--- config.mk ---
export PLATFORM = sky130hd
export DESIGN_NAME = aes_kat_bist_flat
export DESIGN_NICKNAME = d
export VERILOG_FILES = /design/src/rtl/aes_kat_bist_if.sv /design/src/rtl/aes_kat_bist.sv /design/src/flat_wrapper.sv
export SDC_FILE = /design/constraint.sdc
export NUM_CORES = 1
export LEC_CHECK = 0
export ABC_AREA = 1
export BUFFER_PORTS_ARGS = -buffer_cell sky130_fd_sc_hd__buf_4
export CORE_AREA = 4 4 154 156
export DETAILED_ROUTE_END_ITERATION = 10
export DIE_AREA = 0 0 158 160
export MAX_ROUTING_LAYER = met4
export PLACE_DENSITY_LB_ADDON = 0.3
export SLEW_MARGIN = 20
export SYNTH_ARGS = -nofsm -noshare
export SYNTH_HDL_FRONTEND = slang
export SYNTH_SLANG_ARGS = --single-unit
--- constraint.sdc ---
create_clock -name clk -period 3.2 [get_ports clk]
set_input_delay 0.16 -clock clk [delete_from_list [all_inputs] [get_ports clk]]
set_output_delay 0.16 -clock clk [all_outputs]
set_load 0.05 [all_outputs]
--- src/rtl/aes_kat_bist_if.sv ---
// Host/core-side bus of the AES known-answer-test sequencer.
// The slave modport is the sequencer; the master modport is whoever starts runs
// and supplies the core result (the cipher top, or a bench).
interface aes_kat_bist_if #(
   parameter int DATA_W = 128,
   parameter int IDX_W  = 3,
   parameter int ERR_W  = 8
);
   logic              start;
   logic              start_n_stop;
   logic [DATA_W-1:0] core_state;
   logic [DATA_W-1:0] core_key;
   logic [DATA_W-1:0] core_out;
   logic              busy;
   logic              done;
   logic              pass;
   logic [IDX_W-1:0]  fail_index;
   logic [ERR_W-1:0]  err_count;

   modport master (
      output start, start_n_stop, core_out,
      input  core_state, core_key, busy, done, pass, fail_index, err_count
   );

   modport slave (
      input  start, start_n_stop, core_out,
      output core_state, core_key, busy, done, pass, fail_index, err_count
   );
endinterface

--- src/rtl/aes_kat_bist.sv ---
// Known-answer-test sequencer for a pipelined AES-128 core.
// Streams a table of (state, key) vectors into the core at one per cycle, follows
// each with a {valid, idx} tag through a LATENCY+1 stage pipeline, and compares the
// core result against the expected ciphertext when the tag falls out the end.
module aes_kat_bist #(
   parameter int DATA_W       = 128,
   parameter int NUM_VEC      = 5,
   parameter int IDX_W        = 3,
   parameter int LATENCY      = 20,
   parameter logic [NUM_VEC*DATA_W-1:0] VEC_STATE = {
      128'h00000000000000000000000000000001,
      128'h00000000000000000000000000000000,
      128'h00000000000000000000000000000000,
      128'h00112233445566778899aabbccddeeff,
      128'h3243f6a8885a308d313198a2e0370734},
   parameter logic [NUM_VEC*DATA_W-1:0] VEC_KEY = {
      128'h00000000000000000000000000000000,
      128'h00000000000000000000000000000001,
      128'h00000000000000000000000000000000,
      128'h000102030405060708090a0b0c0d0e0f,
      128'h2b7e151628aed2a6abf7158809cf4f3c},
   parameter logic [NUM_VEC*DATA_W-1:0] VEC_EXP = {
      128'h58e2fccefa7e3061367f1d57a4e7455a,
      128'h0545aad56da2a97c3663d1432a3d1c84,
      128'h66e94bd4ef8a2c3b884cfa59ca342b2e,
      128'h69c4e0d86a7b0430d8cdb78070b4c55a,
      128'h3925841d02dc09fbdc118597196a0b32},
   parameter bit STOP_ON_FAIL = 1'b0,
   parameter bit CONTINUOUS   = 1'b0,
   parameter int ERR_W        = 8
) (
   input  logic           clk,
   input  logic           rst,
   aes_kat_bist_if.slave  bus
);

   typedef enum logic [1:0] {IDLE, ISSUE, DRAIN, DONE} state_t;

   localparam logic [IDX_W-1:0] LAST_IDX = IDX_W'(NUM_VEC - 1);

   state_t                       state_q, state_d;
   logic [IDX_W-1:0]             issue_idx_q, issue_idx_d;
   logic [DATA_W-1:0]            core_state_q, core_state_d;
   logic [DATA_W-1:0]            core_key_q, core_key_d;
   logic [LATENCY:0]             tag_vld_q, tag_vld_d;
   logic [LATENCY:0][IDX_W-1:0]  tag_idx_q, tag_idx_d;
   logic                         busy_q, busy_d;
   logic                         done_q, done_d;
   logic                         pass_q, pass_d;
   logic [IDX_W-1:0]             fail_index_q, fail_index_d;
   logic [ERR_W-1:0]             err_count_q, err_count_d;

   logic                         cmp_vld;
   logic [IDX_W-1:0]             cmp_idx;
   logic                         mismatch;
   logic                         restart;
   logic                         issue_now;

   // Oldest tag meets the core result; case inequality so an X/Z result counts as a miss
   always_comb begin
      cmp_vld  = tag_vld_q[LATENCY];
      cmp_idx  = tag_idx_q[LATENCY];
      mismatch = cmp_vld && (bus.core_out !== VEC_EXP[32'(cmp_idx)*DATA_W +: DATA_W]);
   end

   // Sequencer: next state, which entry (if any) is driven after this edge
   always_comb begin
      state_d     = state_q;
      issue_idx_d = issue_idx_q;
      restart     = 1'b0;
      issue_now   = 1'b0;
      case (state_q)
         IDLE:  restart = bus.start;
         DONE:  restart = bus.start || (CONTINUOUS && bus.start_n_stop);
         ISSUE: begin
            if (STOP_ON_FAIL && mismatch)      state_d = DRAIN;
            else if (issue_idx_q == LAST_IDX)  state_d = DRAIN;
            else begin
               issue_now   = 1'b1;
               issue_idx_d = issue_idx_q + 1'b1;
            end
         end
         DRAIN: if (!(|tag_vld_q)) state_d = DONE;
         default: state_d = IDLE;
      endcase
      // Start is only honoured when no run is in flight, so the pipeline is empty here
      if (restart) begin
         state_d     = ISSUE;
         issue_now   = 1'b1;
         issue_idx_d = '0;
      end
   end

   // Core drive, tag shift, error bookkeeping and status outputs
   always_comb begin
      core_state_d = '0;
      core_key_d   = '0;
      if (issue_now) begin
         core_state_d = VEC_STATE[32'(issue_idx_d)*DATA_W +: DATA_W];
         core_key_d   = VEC_KEY[32'(issue_idx_d)*DATA_W +: DATA_W];
      end
      tag_vld_d = {tag_vld_q[LATENCY-1:0], issue_now};
      tag_idx_d = {tag_idx_q[LATENCY-1:0], issue_idx_d};

      err_count_d  = err_count_q;
      fail_index_d = fail_index_q;
      if (restart) begin
         err_count_d  = '0;
         fail_index_d = '0;
      end else if (mismatch) begin
         if (err_count_q == '0) fail_index_d = cmp_idx;
         if (err_count_q != '1) err_count_d  = err_count_q + 1'b1;
      end

      busy_d = (state_d == ISSUE) || (state_d == DRAIN);
      done_d = (state_d == DONE);
      pass_d = pass_q;
      if (restart)
         pass_d = 1'b0;
      else if ((state_q != DONE) && (state_d == DONE))
         pass_d = (err_count_d == '0);
   end

   // State and output registers, all cleared asynchronously
   always_ff @(posedge clk or posedge rst) begin
      if (rst) begin
         state_q      <= IDLE;
         issue_idx_q  <= '0;
         core_state_q <= '0;
         core_key_q   <= '0;
         tag_vld_q    <= '0;
         tag_idx_q    <= '0;
         busy_q       <= 1'b0;
         done_q       <= 1'b0;
         pass_q       <= 1'b0;
         fail_index_q <= '0;
         err_count_q  <= '0;
      end else begin
         state_q      <= state_d;
         issue_idx_q  <= issue_idx_d;
         core_state_q <= core_state_d;
         core_key_q   <= core_key_d;
         tag_vld_q    <= tag_vld_d;
         tag_idx_q    <= tag_idx_d;
         busy_q       <= busy_d;
         done_q       <= done_d;
         pass_q       <= pass_d;
         fail_index_q <= fail_index_d;
         err_count_q  <= err_count_d;
      end
   end

   assign bus.core_state = core_state_q;
   assign bus.core_key   = core_key_q;
   assign bus.busy       = busy_q;
   assign bus.done       = done_q;
   assign bus.pass       = pass_q;
   assign bus.fail_index = fail_index_q;
   assign bus.err_count  = err_count_q;

endmodule

--- src/flat_wrapper.sv ---
// flat-port wrapper written by rule: the top's interface ports become plain ports
module aes_kat_bist_flat 
#(
   parameter int DATA_W       = 128,
   parameter int NUM_VEC      = 5,
   parameter int IDX_W        = 3,
   parameter int LATENCY      = 20,
   parameter logic [NUM_VEC*DATA_W-1:0] VEC_STATE = {
      128'h00000000000000000000000000000001,
      128'h00000000000000000000000000000000,
      128'h00000000000000000000000000000000,
      128'h00112233445566778899aabbccddeeff,
      128'h3243f6a8885a308d313198a2e0370734},
   parameter logic [NUM_VEC*DATA_W-1:0] VEC_KEY = {
      128'h00000000000000000000000000000000,
      128'h00000000000000000000000000000001,
      128'h00000000000000000000000000000000,
      128'h000102030405060708090a0b0c0d0e0f,
      128'h2b7e151628aed2a6abf7158809cf4f3c},
   parameter logic [NUM_VEC*DATA_W-1:0] VEC_EXP = {
      128'h58e2fccefa7e3061367f1d57a4e7455a,
      128'h0545aad56da2a97c3663d1432a3d1c84,
      128'h66e94bd4ef8a2c3b884cfa59ca342b2e,
      128'h69c4e0d86a7b0430d8cdb78070b4c55a,
      128'h3925841d02dc09fbdc118597196a0b32},
   parameter bit STOP_ON_FAIL = 1'b0,
   parameter bit CONTINUOUS   = 1'b0,
   parameter int ERR_W        = 8
)
  (clk, rst, bus_start, bus_start_n_stop, bus_core_out, bus_core_state, bus_core_key, bus_busy, bus_done, bus_pass, bus_fail_index, bus_err_count);
  aes_kat_bist_if #(.DATA_W(DATA_W), .IDX_W(IDX_W), .ERR_W(ERR_W)) bus_i ();
  input  logic clk;
  input  logic rst;
  input wire logic [$bits(bus_i.start)-1:0] bus_start;
  input wire logic [$bits(bus_i.start_n_stop)-1:0] bus_start_n_stop;
  input wire logic [$bits(bus_i.core_out)-1:0] bus_core_out;
  output wire logic [$bits(bus_i.core_state)-1:0] bus_core_state;
  output wire logic [$bits(bus_i.core_key)-1:0] bus_core_key;
  output wire logic [$bits(bus_i.busy)-1:0] bus_busy;
  output wire logic [$bits(bus_i.done)-1:0] bus_done;
  output wire logic [$bits(bus_i.pass)-1:0] bus_pass;
  output wire logic [$bits(bus_i.fail_index)-1:0] bus_fail_index;
  output wire logic [$bits(bus_i.err_count)-1:0] bus_err_count;
  assign bus_i.start = bus_start;
  assign bus_i.start_n_stop = bus_start_n_stop;
  assign bus_i.core_out = bus_core_out;
  assign bus_core_state = bus_i.core_state;
  assign bus_core_key = bus_i.core_key;
  assign bus_busy = bus_i.busy;
  assign bus_done = bus_i.done;
  assign bus_pass = bus_i.pass;
  assign bus_fail_index = bus_i.fail_index;
  assign bus_err_count = bus_i.err_count;
  aes_kat_bist #(.DATA_W(DATA_W), .NUM_VEC(NUM_VEC), .IDX_W(IDX_W), .LATENCY(LATENCY), .VEC_STATE(VEC_STATE), .VEC_KEY(VEC_KEY), .VEC_EXP(VEC_EXP), .STOP_ON_FAIL(STOP_ON_FAIL), .CONTINUOUS(CONTINUOUS), .ERR_W(ERR_W)) u_core (.clk(clk), .rst(rst), .bus(bus_i));
endmodule
# After elaboration in Yosys (flattened, before gate mapping)
# Cells that the tools add are included.
# Widths: inputs -> output; s select.
[op_classes]
n_addsub = 2
n_eq_ne = 10
shifts = 3
n_mux = 21
reduce_logical = 12
[op_table]
columns = ["cell", "n"]
rows = [
  ["$shiftx 640x11->128 const A", 3],
  ["$mux 128", 2],
  ["$nex 128x128->1", 1],
  ["$mux 8", 3],
  ["$reduce_or 21->1", 1],
  ["$mux 3", 6],
  ["$logic_not 8->1", 2],
  ["$add 8x1->8 const B", 1],
  ["$eq 2x2->1 const B", 4],
  ["$ne 8x8->1 const B", 1],
  ["$mux 1", 6],
  ["$mux 2", 3],
  ["$reduce_bool 2->1", 3],
  ["$eq 2x1->1 const B", 2],
  ["$pmux 2 s2", 1],
  ["$add 3x1->3 const B", 1],
  ["$eq 3x3->1 const B", 1],
  ["$logic_and 1x1->1", 2],
  ["$logic_not 2->1", 1],
  ["$ne 2x2->1 const B", 1],
  ["$reduce_and 2->1", 1],
  ["$reduce_or 2->1", 1],
  ["$logic_or 1x1->1", 1],
]
[totals]
reg_bits = 356
in_bits = 132
output_inout_bits = 270

# Longest topological paths before layout
# Gate-level depths: netlist (run 1).
[depth]
depth_word = 8
mapped_depth = 22
ltp_nobuf = 22

# Worst setup path before layout (run 1)
# OpenSTA, ideal clock, no wires.
[synth_timing]
path_kind = "flip-flop to flip-flop"
startpoint = "register u_core.tag_idx_q (netlist bit u_core.cmp_idx[1])"
endpoint = "register u_core.pass_q (netlist: u_core.bus.pass)"
setup_time_ps = 67
arrival_time_ps = 2490
required_ps = 3133
setup_slack_ps = 643
stages_incl_launch_ff = 22
path_buffers = 2
period_less_slack_ps = 2557
path_cell_list = "dfrtp_1 -> inv_1 -> ha_1 -> nand2_1 -> buf_2 -> buf_2 -> nand3_1 -> nand2_1 -> nand2_1 -> nor2_1 -> nand2_1 -> nor2_1 -> nand2_1 -> nor2_1 -> nand2_2 -> nand2_4 -> nand2_1 -> nand3_1 -> nand3_1 -> nor2_1 -> nand2_1 -> nand2_1"
[synth_between]
elab_chain_len = 8
[synth_lines]
columns = ["item", "line", "text"]
rows = [
  ["start: declaration", "aes_kat_bist.sv:46", "logic [LATENCY:0][IDX_W-1:0] tag_idx_q, tag_idx_d;"],
  ["start signal: assignment", "aes_kat_bist.sv:144", "tag_idx_q <= tag_idx_d;"],
  ["$shiftx 640x11->128", "aes_kat_bist.sv:63", "mismatch = cmp_vld && (bus.core_out !== VEC_EXP[32'(cmp_idx)*DATA_W +: DATA_W]);"],
  ["$nex 128x128->1", "aes_kat_bist.sv:63", ""],
  ["$logic_and 1x1->1", "aes_kat_bist.sv:63", ""],
  ["$mux 8", "aes_kat_bist.sv:110", "end else if (mismatch) begin"],
  ["$mux 8", "aes_kat_bist.sv:107", "if (restart) begin"],
  ["$logic_not 8->1", "aes_kat_bist.sv:121", "pass_d = (err_count_d == '0);"],
  ["$mux 1", "aes_kat_bist.sv:120", "else if ((state_q != DONE) && (state_d == DONE))"],
  ["$mux 1", "aes_kat_bist.sv:118", "if (restart)"],
  ["end signal: assignment", "aes_kat_bist.sv:147", "pass_q <= pass_d;"],
  ["end: declaration", "aes_kat_bist.sv:49", "logic pass_q, pass_d;"],
]
# No other way between the ends. The select of a mux whose other input is x is not followed.
# A chain may end at the register's enable or synchronous reset.

# Worst setup path after layout (run 1)
[layout_timing]
startpoint = "register u_core.tag_idx_q (netlist bit u_core.cmp_idx[2])"
endpoint = "register u_core.pass_q (netlist: u_core.bus.pass)"
# Same word-level chain as after synthesis.

==> flow_summary.ini, run 1 <==
[place]
place_congestion = 0.924
dp_worst_setup_slack_ps = 248
hpwl_mm = 17.7
dpl_cell_area_mm2 = 0.00912
portBuffers = 315

[cts]
htree_levels = 3
numCtsBuffers = 9
cts_resized = 0
clkSlewWorstSetupHoldPaths_ps = 70
cts_setup_buffers = 0
clock_latency_ps = 340
cts-root-buf = clkbuf_16
cts_max_path_buffers = 2
cts_sinks = 105
cts_tree = built
hold_buffers = 0

[setup_path]
worst_path_largest_cell_delay_ps = 510
path_common_cell = nand2_1
cp_data_required_time_ps = 3470
crit_path_start_kind = flop
critPathMaxFanout = 13
crit_family = simple AND/OR/NAND/NOR gates
cp-end-kind = flop
crit_chain = inv_2, nand2_2, buf_4, nand2_1, nand2_1, nand2_1, nor2_1, nand3_1, nor2_1, nand2_1, nor2_2, nand2_4, nand2_4, nand2_1, nand3_1, nand2_1, nor2_1, nand2_1, nand2_1
crit_slowest_cell = dfrtp_1
path_buf_inv = 2
cp.arrival_ps = 3150
crit_type = flop to flop

[final_layout]
final_nets = 1396
drive_gt1_share_pct = 30.0
final_area_mm2 = 0.00946
seq_area_mm2 = 0.00263
finish.utilization_pct = 42.3
antenna_cells = 0
fillers = 2245
multiInputGateArea_mm2 = 0.00305
area.growth.synth_to_final_pct = 20.4

[power_and_ir_drop]
powerDensity_mw_per_mm2 = 1160
ir_drop_mv = 1.59
p_leak_nw = 5.61

[timing]
period_share_pct = 89.8
max_freq_ghz = 0.348
setup-violations-final = 0
whs_ps = -22.9
fin_skew_ps = 10.8
tightestPinTransition_ps = 773
slew_viol_final = 0
min_period_ps = 2870
fin_setup_tns_ps = 0
rsz0062_at_grt = false
setup_slack_ps = 326
finalHoldViolations = 53
slew_headroom_pct = 48.5

[global_routing]
antenna_found_initial = 0
track_usage_pct = 16.3
first_global_vias = 5966
grt_start_max_net_pins = 76
gr-total-overflow = 0
grt_pass1_wl_mm = 32.1

[floorplanning]
core-area_mm2 = 0.0224
die_h_um = 160
placementRows = 55
die_area_mm2 = 0.0253
die_x_um = 158
num_io_pins = 402
start_util_pct = 35.1

[outcome]
outcome = complete, but fails checks
violations = negative hold slack

[drt]
wl_per_cell_um = 14.0
finalWirelength_mm = 21.6
drc = 0
drtIter0Drc = 322
via_per_inst = 4.16
vias = 6391
drtAntennaViolNets = 0
drtPass1Iterations = 4

[synth]
syn_area_mm2 = 0.00786
synth_cells = 1084
postSynthRegisterBits = 105
ys.flop_type = dfrtp_1
ys_types = 31
synth_edf_count = 0
syn_area_per_cell_um2 = 7.25
synth-async-reset-ratio_pct = 100
ys_warn_count = 0
ys_seq_area_share_pct = 33.4

[worst_hold_path]
min_path_type = input pin to asynchronous set/reset pin

[flow_run]
drv_cap = 0
-- where the power goes --
group,switching [W],leakage (nW),total (W),internal (W)
Clock,0.000480,0.150,0.00112,0.000637
Sequential,0.000393,1.32,0.00230,0.00191
Combinational,0.00541,4.15,0.00751,0.00210
Total,0.00628,5.61,0.0109,0.00464
-- kinds of logic (layout without fill, tap and decap cells) --
| logic type | Yosys count | in the layout | share of synthesized area, % |
|---|---|---|---|
| DFF | 105 | 105 | 33.4 |
| other | 1 | 85 | 0.0477 |
| xor gates and xnor gates | 26 | 26 | 2.90 |
| and+or+nand+nor | 506 | 506 | 27.7 |
| buffers and inverters | 412 | 496 | 32.0 |
| AOI/OAI and AO/OA | 17 | 17 | 1.23 |
| adders and majority gates | 17 | 17 | 2.71 |
-- synth_stat cells (2+ instances only) --
cell        n  share of area (%)
nand2_2     5               0.40
or2_2       2               0.16
xnor2_1    14                1.6
a21oi_1     6               0.38
inv_1     142                6.8
nand2_1   279                 13
nor2_1     80                3.8
inv_2       2              0.096
nand3_1    99                6.3
buf_2      12               0.76
buf_4     254                 24
nand3b_1   21                2.0
nor3_1      5               0.32
ha_1       17                2.7
nor4_1      4               0.32
o21ai_0     7               0.45
dfrtp_1   105                 33
xor2_1     12                1.3
nand4_1     6               0.48
-- flip-flops by register name, summed over array words and instances, names as in the netlist, 2 cells and up --
name                   flops
u_core.tag_vld_q          21
u_core.bus.core_state      4
u_core.cmp_idx             3
u_core.state_q             2
u_core.bus.err_count       8
u_core.tag_idx_d          57
u_core.issue_idx_q         3
u_core.bus.fail_index      3
-- layer usage --
metal | track usage [%] | vias to the layer above | routed length (um)
li1 | - | 3284 | -
met1 | 20.0 | 2832 | 8730
met2 | 27.4 | 255 | 10500
met3 | 3.79 | 20 | 1860
met4 | 3.61 | 0 | 434
met5 | - | - | 0
-- path summary, 6_finish.rpt --
kind                                       from                         end  slack, ps  cells past startpoint
max                           u_core.cmp_idx[2]             u_core.bus.pass        330                     19
min                                         rst        u_core.tag_idx_d[15]        -20                      2
max reg2reg                   u_core.cmp_idx[2]             u_core.bus.pass        330                     19
min reg2reg                u_core.tag_idx_d[36]        u_core.tag_idx_d[39]        350                      0
max in group asynchronous                   rst  u_core.bus.core_state[125]       2540                      3
min in group clk                      bus_start         u_core.tag_vld_q[0]        330                      4
-- metrics by stage --
stage                     total power (W)  cells
after floorplan                   0.00852   1168
after global placement            0.00983   1521
after detailed placement          0.00986   1521
after CTS                          0.0110   1537
after global routing               0.0116   1537
final                              0.0109   1537
-- worst register-to-register path: cells and delay by family (launching register included) --
kind | cells | cell delay (ps)
and+or+nand+nor | 17 | 1900
DFF | 1 | 510
buffers and inverters | 2 | 410
-- layout make-up --
| class | count | area share (%) |
|---|---|---|
| Clock buffer | 10 | 2.53 |
| Inverter | 144 | 5.74 |
| Tap cell | 285 | 3.77 |
| Sequential cell | 105 | 27.8 |
| Timing Repair Buffer | 336 | 27.1 |
| Clock inverter | 6 | 0.768 |
| Multi-Input combinational cell | 651 | 32.3 |
-- placed cells by master (no fill, tap or decap), types with 3 or more instances in the layout --
| cell | instances |
|---|---|
| nand3_1 | 99 |
| ha_1 | 16 |
| o21ai_0 | 7 |
| dfrtp_1 | 103 |
| nor2_2 | 3 |
| nand3b_1 | 21 |
| buf_12 | 3 |
| nand4_1 | 6 |
| nor2_1 | 78 |
| conb_1 | 85 |
| nand2_1 | 275 |
| nor4_1 | 4 |
| clkbuf_16 | 9 |
| inv_6 | 3 |
| xor2_1 | 12 |
| xnor2_1 | 14 |
| buf_4 | 333 |
| nand2_2 | 8 |
| inv_1 | 141 |
| a21oi_1 | 6 |
| nor3_1 | 5 |
No activity file was read; power rests on OpenSTA's default activity.
==> inputs of run 2 (changes only) <==
CORE_AREA = 4 4 155 157   (was 4 4 154 156)
DIE_AREA = 0 0 159 161   (was 0 0 158 160)
clock period = 2.35 ns   (was 3.2 ns; I/O delays follow)
==> run 2 against run 1 <==
  * The flow finishes with violations (negative setup slack)
  * Register-to-register slack got worse by 590 ps
  * Sequential share of layout area fell by 2.7 points
  * Final area rose by 11%
  * Clock skew fell by 5.2 ps
  * Utilization rose by 4.2 points
  * Routed wire length rose by 10%
  * Combinational power rose by 62%
  * Final cell count rose by 4.9%
  * Worst hold slack improved by 130 ps
  * Sequential power rose by 31%
  * Via count rose by 7.6%
  * Critical endpoint unchanged
  * Largest power group unchanged
==> flow_summary.ini, run 2 (synthesized netlist as in run 1, its figures left out) <==
[setup_path]
critPathMaxFanout = 8
crit_path_start_kind = flop
worst_path_largest_cell_delay_ps = 400
reg2reg_from = u_core.cmp_idx[0]
path_buf_inv = 3
crit_type = flop to flop
crit_family = simple AND/OR/NAND/NOR gates
r2r_slack_ps = -270
crit_chain = inv_4, ha_4, nand2_4, buf_6, buf_12, nand2_2, nand4_1, nor2_2, nand2_1, nor2_2, nand2_1, nor2_4, nand2_4, nand2_8, nand2_2, nand3_2, nand2_1, nor2_1, nand2_1, nand2_1
cp-end-kind = flop
path_common_cell = nand2_1
r2r-end = u_core.bus.pass
cp.arrival_ps = 2900
cp_data_required_time_ps = 2630
ff2ff_path_depth = 20
crit_slowest_cell = dfrtp_2

[cts]
htree_levels = 3
cts-root-buf = clkbuf_16
cts_tree = built
numCtsBuffers = 9
clock_latency_ps = 340
clkSlewWorstSetupHoldPaths_ps = 70
cts_sinks = 105
cts_max_path_buffers = 2

[final_layout]
final_cell_mix = buf_4 (387), nand2_1 (249), inv_1 (136), dfrtp_1 (99), conb_1 (85)
largest_reg_flops = 57
final_common_cell = buf_4
fillers = 2274
drive_gt1_share_pct = 39.7
final_nets = 1472
antenna_cells = 0
layout.cells.non_filler = 1613
area.growth.synth_to_final_pct = 33.2

[power_and_ir_drop]
ir_drop_mv = 1.57
p_leak_nw = 6.09
power.total_w = 0.0167
powerDensity_mw_per_mm2 = 1590

[floorplanning]
die_area_mm2 = 0.0256
num_io_pins = 402
start_util_pct = 34.9
die_h_um = 161
die_x_um = 159
placementRows = 55
core-area_mm2 = 0.0225

[place]
portBuffers = 315
place_congestion = 0.947
place_inst = 1582
dp_worst_setup_slack_ps = -507
hpwl_mm = 19.3

[timing]
rsz0062_at_grt = true
setup_slack_ps = -267
tightestPinTransition_ps = 772
slew_viol_final = 0
finalHoldViolations = 0
period_share_pct = 111
setup-violations-final = 12
min_period_ps = 2620
whs_ps = 112
max_freq_ghz = 0.382
fin_setup_tns_ps = -1790
fin_skew_ps = 5.61
slew_headroom_pct = 48.4

[drt]
wl_per_cell_um = 14.7
drtIter0Drc = 324
finalWirelength_mm = 23.8
via_per_inst = 4.26
drc = 0
drtAntennaViolNets = 0
vias = 6875
drtPass1Iterations = 5

[global_routing]
gr-total-overflow = 0
grt_start_max_net_pins = 76
grt_pass1_wl_mm = 35.2
first_global_vias = 6581
antenna_found_initial = 0
track_usage_pct = 17.6

[worst_hold_path]
hold-path-cell-count = 4
worstHoldEndpoint = u_core.state_q[1]
worstHoldStart = bus_start
min_path_type = input pin to flop

[outcome]
violations = negative setup slack
outcome = complete, but fails checks

[flow_run]
drv_cap = 0
## run 2: cell types whose count changed in the layout (fill, tap and decap cells not counted), moves of 18 or more
| cell | delta |
|---|---|
| nor2_2 | +21 |
| nor2_1 | -25 |
| nand2_1 | -26 |
| nand2_2 | +18 |
| buf_4 | +54 |
## run 2: worst max-delay path by stage
stage / from / endpoint / slack [ps] / cells after the start
floorplan: u_core.cmp_idx[1] / u_core.bus.pass / 8 / 21
global placement: u_core.cmp_idx[1] / u_core.bus.pass / -490 / 18
CTS: u_core.cmp_idx[0] / u_core.bus.pass / -230 / 20
detailed placement: u_core.cmp_idx[1] / u_core.bus.pass / -510 / 18
global route: u_core.cmp_idx[2] / u_core.bus.pass / -460 / 20
finish: u_core.cmp_idx[0] / u_core.bus.pass / -270 / 20
## run 2: repair_timing
item / 4_1_cts / 5_1_grt
cloned: 1 / 0
endpoints found under the hold margin: 35 / 0
hold buffers: 1 / 0
pin swaps: 23 / 35
gates resized for setup: 61 / 59
setup buffers: 5 / 8
endpoints found under the setup margin: 12 / 12
## run 2: final cells by class
type                            count  area, um^2  area share, %
Clock buffer                       13         260           2.49
Clock inverter                      3        28.8          0.275
Inverter                          144         554           5.30
Multi-Input combinational cell    652        3380           32.3
Sequential cell                   105        2640           25.2
Tap cell                          285         357           3.41
Timing Repair Buffer              411        3240           31.0
## run 2: per-layer routing
| metal | part of all wire (%) | global-route usage [%] | routed length [um] |
|---|---|---|---|
| met3 | 7.4 | 4.54 | 1760 |
| met2 | 49 | 29.1 | 11700 |
| met4 | 2.9 | 6.04 | 701 |
| met1 | 40 | 21.0 | 9580 |
| met5 | 0 | - | 0 |
## run 2: worst register-to-register path: stages (launching register included)
cell and delay (ps):
dfrtp_2 400, inv_4 60, ha_4 300, nand2_4 60, buf_6 130, buf_12 140
nand2_2 50, nand4_1 90, nor2_2 200, nand2_1 90, nor2_2 110, nand2_1 110
nor2_4 140, nand2_4 120, nand2_8 140, nand2_2 90, nand3_2 80, nand2_1 50
nor2_1 100, nand2_1 60, nand2_1 50
## run 2: report_power, final
part	internal (W)	total, W	switching [W]
registers	0.00261	0.00302	0.000411
clock network	0.000793	0.00144	0.000643
logic	0.00406	0.0122	0.00815
## run 2: stage by stage
step / util (%) / instance area [um^2]
after floorplan: - / 8200
after global placement: 42.8 / 9620
after detailed placement: 42.8 / 9620
after CTS: 45.3 / 10200
after global routing: 46.5 / 10500
final: 46.5 / 10500
